--- src/rtl/cla_pkg.sv ---
// cla_pkg: shared width, P/G bundle type and carry-in constants for the CLA adder/subtractor pipelines.
package cla_pkg;

    localparam int CLA_WIDTH = 6;

    typedef struct packed {
        logic [CLA_WIDTH-1:0] p;
        logic [CLA_WIDTH-1:0] g;
    } pg_t;

    // Subtraction is A + ~B + 1, so the lookahead is seeded with a forced carry-in.
    localparam logic SUB_CIN = 1'b1;
    localparam logic ADD_CIN = 1'b0;

endpackage

--- src/rtl/cla_carry_unit.sv ---
// cla_carry_unit: flattened carry-lookahead network producing C[WIDTH:1] from per-bit P/G and carry-in.
module cla_carry_unit #(
    parameter int WIDTH = 6
) (
    input  logic [WIDTH-1:0] p_i,
    input  logic [WIDTH-1:0] g_i,
    input  logic             cin_i,
    output logic [WIDTH:1]   c_o
);

    // Each carry is an independent sum-of-products over G/P/cin; no carry feeds another.
    always_comb begin
        logic sop;
        logic prod;
        c_o = '0;
        for (int i = 0; i < WIDTH; i++) begin
            prod = cin_i;
            for (int k = 0; k <= i; k++) prod = prod & p_i[k];
            sop = prod;
            for (int j = 0; j <= i; j++) begin
                prod = g_i[j];
                for (int k = j + 1; k <= i; k++) prod = prod & p_i[k];
                sop = sop | prod;
            end
            c_o[i+1] = sop;
        end
    end

endmodule

--- src/rtl/cla_subtractor_6bit_pipe.sv ---
// cla_subtractor_6bit_pipe: two-stage valid/ready pipelined carry-lookahead subtractor (A - B, borrow).
module cla_subtractor_6bit_pipe
    import cla_pkg::*;
#(
    parameter int WIDTH = CLA_WIDTH
) (
    input  logic             i_clk,
    input  logic             i_rst_n,
    input  logic             i_valid,
    output logic             o_ready,
    input  logic [WIDTH-1:0] i_minuend,
    input  logic [WIDTH-1:0] i_subtrahend,
    output logic             o_valid,
    input  logic             i_ready,
    output logic [WIDTH-1:0] o_diff,
    output logic             o_borrow
);

    logic             s1_valid_q, s1_valid_d;
    logic [WIDTH-1:0] p_q, p_d;
    logic [WIDTH-1:0] g_q, g_d;
    logic             out_valid_q, out_valid_d;
    logic [WIDTH-1:0] diff_q, diff_d;
    logic             borrow_q, borrow_d;
    logic [WIDTH:1]   carry;
    logic             accept;
    logic             s2_adv;

    cla_carry_unit #(.WIDTH(WIDTH)) u_carry (
        .p_i   (p_q),
        .g_i   (g_q),
        .cin_i (SUB_CIN),
        .c_o   (carry)
    );

    // o_ready depends only on state and i_ready, never on i_valid.
    always_comb begin
        s2_adv      = s1_valid_q & (~out_valid_q | i_ready);
        o_ready     = ~s1_valid_q | s2_adv;
        accept      = i_valid & o_ready;
        s1_valid_d  = accept | (s1_valid_q & ~s2_adv);
        p_d         = accept ? (i_minuend ^ ~i_subtrahend) : p_q;
        g_d         = accept ? (i_minuend & ~i_subtrahend) : g_q;
        out_valid_d = s2_adv | (out_valid_q & ~i_ready);
        diff_d      = s2_adv ? (p_q ^ {carry[WIDTH-1:1], SUB_CIN}) : diff_q;
        borrow_d    = s2_adv ? ~carry[WIDTH] : borrow_q;
    end

    always_ff @(posedge i_clk or negedge i_rst_n) begin
        if (!i_rst_n) begin
            s1_valid_q  <= 1'b0;
            p_q         <= '0;
            g_q         <= '0;
            out_valid_q <= 1'b0;
            diff_q      <= '0;
            borrow_q    <= 1'b0;
        end else begin
            s1_valid_q  <= s1_valid_d;
            p_q         <= p_d;
            g_q         <= g_d;
            out_valid_q <= out_valid_d;
            diff_q      <= diff_d;
            borrow_q    <= borrow_d;
        end
    end

    assign o_valid  = out_valid_q;
    assign o_diff   = diff_q;
    assign o_borrow = borrow_q;

endmodule

--- config.mk ---
export PLATFORM = sky130hd
export DESIGN_NAME = cla_subtractor_6bit_pipe
export DESIGN_NICKNAME = d
export VERILOG_FILES = /design/src/rtl/cla_pkg.sv /design/src/rtl/cla_carry_unit.sv /design/src/rtl/cla_subtractor_6bit_pipe.sv
export SDC_FILE = /design/constraint.sdc
export NUM_CORES = 1
export LEC_CHECK = 0
export BUFFER_PORTS_ARGS = -buffer_cell sky130_fd_sc_hd__buf_2
export CAP_MARGIN = 25
export CORE_MARGIN = 4
export CORE_UTILIZATION = 51
export DETAILED_ROUTE_END_ITERATION = 10
export PLACE_DENSITY_LB_ADDON = 0.12
export SLEW_MARGIN = 20
export SYNTH_ARGS = -nofsm -noshare
export SYNTH_HDL_FRONTEND = slang
export SYNTH_SLANG_ARGS = --single-unit
--- constraint.sdc ---
create_clock -name i_clk -period 1.7 [get_ports i_clk]
set_input_delay 0.34 -clock i_clk [delete_from_list [all_inputs] [get_ports i_clk]]
set_output_delay 0.34 -clock i_clk [all_outputs]
set_load 0.01 [all_outputs]
**Yosys cells after proc, flatten, opt, wreduce, memory -nomap -nowiden**

Index checks and enable logic that the tools add are counted.

- RAM bits: 0
- Latch bits: 0
- Logic and storage cells: 64
- Memories: 0
- Output and inout port bits: 9
- Bits in read-only memories: 0
- Input bits: 16
- Register bits after elaboration: 21

- Magnitude comparators: 0
- Bitwise gates (word level): 58
- Equal/unequal tests: 0
- Multiplexer cells: 0
- Reductions and logical operators: 0
- Add/subtract/negate cells: 0
- Shift-type cells: 0
- Divide/modulo/power cells: 0
- $mul: 0

Operator list:

| cell | count |
|---|---|
| 1-bit OR | 25 |
| 1-bit AND | 24 |
| 6-bit XOR | 2 |
| 6-bit AND | 1 |
| 6-bit NOT | 1 |
| 1-bit NOT | 5 |

**Logic depth before layout (Yosys ltp)**

- Word-level depth: 12
- Mapped depth: 5
- Depth with buffers taken out: 4

**By module**

From an unflattened synthesis, not the netlist that was laid out.

- Cells, all modules: 83
- Area, all modules: 1082.3 um2

By module, submodules not included:

| module | area an instance (um2) | times used | cells each | sequential area each (um2) |
|---|---|---|---|---|
| cla_subtractor_6bit_pipe | 1009.7 | 1 | 73 | 525.5 |
| cla_carry_unit | 72.6 | 1 | 10 | 0.0 |

**Worst setup path after synthesis**

No wires, ideal clock.

- Kind: reg2reg
- From: reg out_valid_q (netlist: o_valid)
- To: reg g_q[0]
- Required time: 1.575 ns
- Slack: 0.434 ns
- Clock period less this slack: 1.266 ns
- Stages on the path, launching flop included: 5
- Arrival: 1.142 ns
- Library setup time: 0.125 ns
- Buffers on the path: 1
- Path through: dfrtp_1 -> nand3b_4 -> nand2_1 -> buf_6 -> mux2_2

- Longest elaborated chain between the ends: 5

RTL lines:

| element | RTL line | text |
|---|---|---|
| from (decl) | cla_subtractor_6bit_pipe.sv:22 | `logic out_valid_q, out_valid_d;` |
| from (signal assigned) | cla_subtractor_6bit_pipe.sv:61 | `out_valid_q <= out_valid_d;` |
| 1-bit NOT | cla_subtractor_6bit_pipe.sv:38 | `s2_adv = s1_valid_q & (~out_valid_q \| i_ready);` |
| 1-bit OR | cla_subtractor_6bit_pipe.sv:38 |  |
| 1-bit AND | cla_subtractor_6bit_pipe.sv:38 |  |
| 1-bit OR | cla_subtractor_6bit_pipe.sv:39 | `o_ready = ~s1_valid_q \| s2_adv;` |
| net o_ready | cla_subtractor_6bit_pipe.sv:10 | `output logic o_ready,` |
| 1-bit AND | cla_subtractor_6bit_pipe.sv:40 | `accept = i_valid & o_ready;` |
| to (signal assigned) | cla_subtractor_6bit_pipe.sv:60 | `g_q <= g_d;` |
| to (decl) | cla_subtractor_6bit_pipe.sv:21 | `logic [WIDTH-1:0] g_q, g_d;` |

The timed path passes the listed nets, and every way through them passes these cells.
A chain may end at the register's enable or synchronous reset.

**Worst setup path in the final report**

- From: reg g_q[3]
- To: reg diff_q[5] (netlist: o_diff[5])

- Longest elaborated chain between the ends: 4

RTL lines:

| element | RTL line | text |
|---|---|---|
| 1-bit AND | cla_carry_unit.sv:22 | `for (int k = j + 1; k <= i; k++) prod = prod & p_i[k];` |
| 1-bit OR (2 in series) | cla_carry_unit.sv:23 | `sop = sop \| prod;` |
| 6-bit XOR | cla_subtractor_6bit_pipe.sv:45 | `diff_d = s2_adv ? (p_q ^ {carry[WIDTH-1:1], SUB_CIN}) : diff_q;` |
| to (signal assigned) | cla_subtractor_6bit_pipe.sv:62 | `diff_q <= diff_d;` |
| to (decl) | cla_subtractor_6bit_pipe.sv:23 | `logic [WIDTH-1:0] diff_q, diff_d;` |

Every way passes these cells.

==> out/metrics.yaml <==
multi_input_area_um2: 475
yosys.area.top_type: "dfrtp_1"
finalPower_mw: 1.31
synthTopCellsByArea: "dfrtp_1, mux2_2, ha_1"
drive_gt1_frac: 0.386
synthCells: 86
numCtsBuffers: 3
cp.arrival_ns: 1.52
wire_per_inst_um: 12.5
period_needed_ns: 1.30
worstSkewPairLatency_ns: 0.29
diodes: 0
syn-num-nets: 108
place_area_um2: 1190
initial_core_util: 0.532
antenna_found_initial: 0
regArea_um2: 526
viasPerCell: 5.06
cp.required_ns: 1.92
hold_start: "i_valid"
clk_path_buf_depth: 2
status: "finished clean"
whs_ns: 0.257
worst_setup_path_start_kind: "register"
cts-root-buf: "clkbuf_4"
drv_slew: 0
final_common_cell: "buf_2"
firstDrtPassIters: 4
post_cts_resized: 0
skew_ns: 0.00334
max_freq_mhz: 771
grt_pass1_vias: 711
syn-cell-area_um2: 1040
portBuffers: 24
fin_cells: 141
ant_nets: 0
num-nets-final: 137
min_path_type: "input port to register"
crit_chain: "or3_4 -> o221ai_2 -> mux2i_1"
postLayoutCellArea_um2: 1220
synthToLayoutAreaGrowth_pct: 17.4
cts_sinks: 21
crit_slowest_cell: "dfrtp_1"
htree_num_levels: 1
r2r-start: "g_q[3]"
cp-startpoint: "g_q[3]"
max_stage_delay_ns: 0.46
endpoint_kind: "register"
finalHoldViolCount: 0
die_area_um2: 2830
r2r_setup_slack_ns: 0.40
grt_pass1_wl_mm: 2.97
core_region_area_um2: 1960
finalWirelength_mm: 1.76
cap_violations: 0
pin_count: 25
power_density_nw_per_um2: 1070
critPathMaxFanout: 5
die_w_um: 53.2
criticalPathCategory: "register to register"
place.gp.congestion: 0.677
fin_setup_tns_ns: 0
fin_crit_sh: 0.763
drt_iter0_drc: 5
mostFrequentLayoutCells: "buf_2, dfrtp_1, mux2_2"
cts_tree: "built"
rows: 16
rsz0062_at_grt: "no"
die_h_um: 53.2
yosysWarnings: 0
max_slew_margin: 0.701
syn_avg_cell_area_um2: 12.1
synth_seq_cells: 21
worst_slew_pin_slew_ns: 0.448
p_leak_nw: 0.625
grt_util_all_layers: 0.145
finalSetupViolations: 0
ir_drop_uv: 570
cts.reportedPaths.clkPinSlew_ns: 0.11
dpl.cell_count: 136
dr_total_vias: 714
n_fill_cell: 168
gr-total-overflow: 0
synth_top_area_share: 0.504
grt_max_degree: 22
drcViolationCount: 0
hpwl_mm: 1.39
seq_area_frac_synth: 0.504
synth_cell_types: 25
==> cell type report <==
cell class / instances / share of cell area
Clock buffer: 4 / 0.0215
Sequential cell: 21 / 0.429
Inverter: 7 / 0.0215
Timing Repair Buffer: 26 / 0.112
Multi-Input combinational cell: 56 / 0.388
Tap cell: 27 / 0.0276
==> cells by family (layout without fill, tap and decap cells) <==
| kind of cell | after synthesis | count (layout) | share of synthesized area |
|---|---|---|---|
| AOI/OAI and AO/OA | 13 | 13 | 0.0923 |
| xor gates and xnor gates | 4 | 4 | 0.0336 |
| adders and majority gates | 6 | 6 | 0.0719 |
| buffers and inverters | 9 | 37 | 0.0408 |
| DFF | 21 | 21 | 0.504 |
| muxes | 15 | 15 | 0.158 |
| and+or+nand+nor | 18 | 18 | 0.0995 |
==> registers in the layout (all words and copies together) (netlist names) <==
name,cells
g_q,6
o_borrow,1
o_diff,6
o_valid,1
p_q,6
s1_valid_q,1
==> synthesized netlist by cell type (all sizes together) <==
master  instances
a21oi           2
a22o            1
buf             2
dfrtp          21
ha              6
inv             7
mux2           12
mux2i           3
nand2           8
nand2b          3
nand3b          1
nand4           1
nor2            2
nor3            2
o211ai          1
o21a            2
o21ai           4
o221ai          1
o22ai           1
o31ai           1
or3             1
xnor2           1
xor2            3
==> metal layers <==
layer	global-route usage	part of all wire	vias up
li1	-	-	355
met1	0.176	0.44	341
met2	0.247	0.51	16
met3	0.0254	0.043	2
met4	0.0638	0.0057	0
met5	0	0	-
==> power by group <==
group / internal [mW] / switching (mW) / total, mW / leakage [nW]
Clock: 0.0912 / 0.135 / 0.226 / 0.0150
Sequential: 0.609 / 0.0940 / 0.703 / 0.253
Combinational: 0.201 / 0.182 / 0.384 / 0.357
Total: 0.901 / 0.412 / 1.31 / 0.625
==> through the flow <==
stage          setup WS (ns)   util
3_3_place_gp           0.358  0.606
2_1_floorplan          0.434      -
5_1_grt                0.258  0.624
3_5_place_dp           0.305  0.606
6_report               0.403  0.624
4_1_cts                0.380  0.624
==> timing repair <==
| action | in CTS | in global routing |
|---|---|---|
| hold endpoints to repair | 21 | 0 |
| hold buffers | 1 | 0 |
| buffers inserted | 0 | 0 |
==> path summary, 6_finish.rpt <==
kind / depth (start not counted) / to
setup / recovery: 3 / o_diff[5]
hold / removal: 2 / s1_valid_q
setup reg to reg: 3 / o_diff[5]
hold reg to reg: 2 / o_diff[0]
max in group asynchronous: 2 / p_q[2]
min in group asynchronous: 2 / o_diff[3]
==> worst max-delay path: cells and delay by family, from the launching register on <==
kind	cells	cell delay [ns]
compound gates	1	0.17
flops	1	0.46
mux	1	0.22
simple gates	1	0.37
No activity file was read; power rests on OpenSTA's default activity.
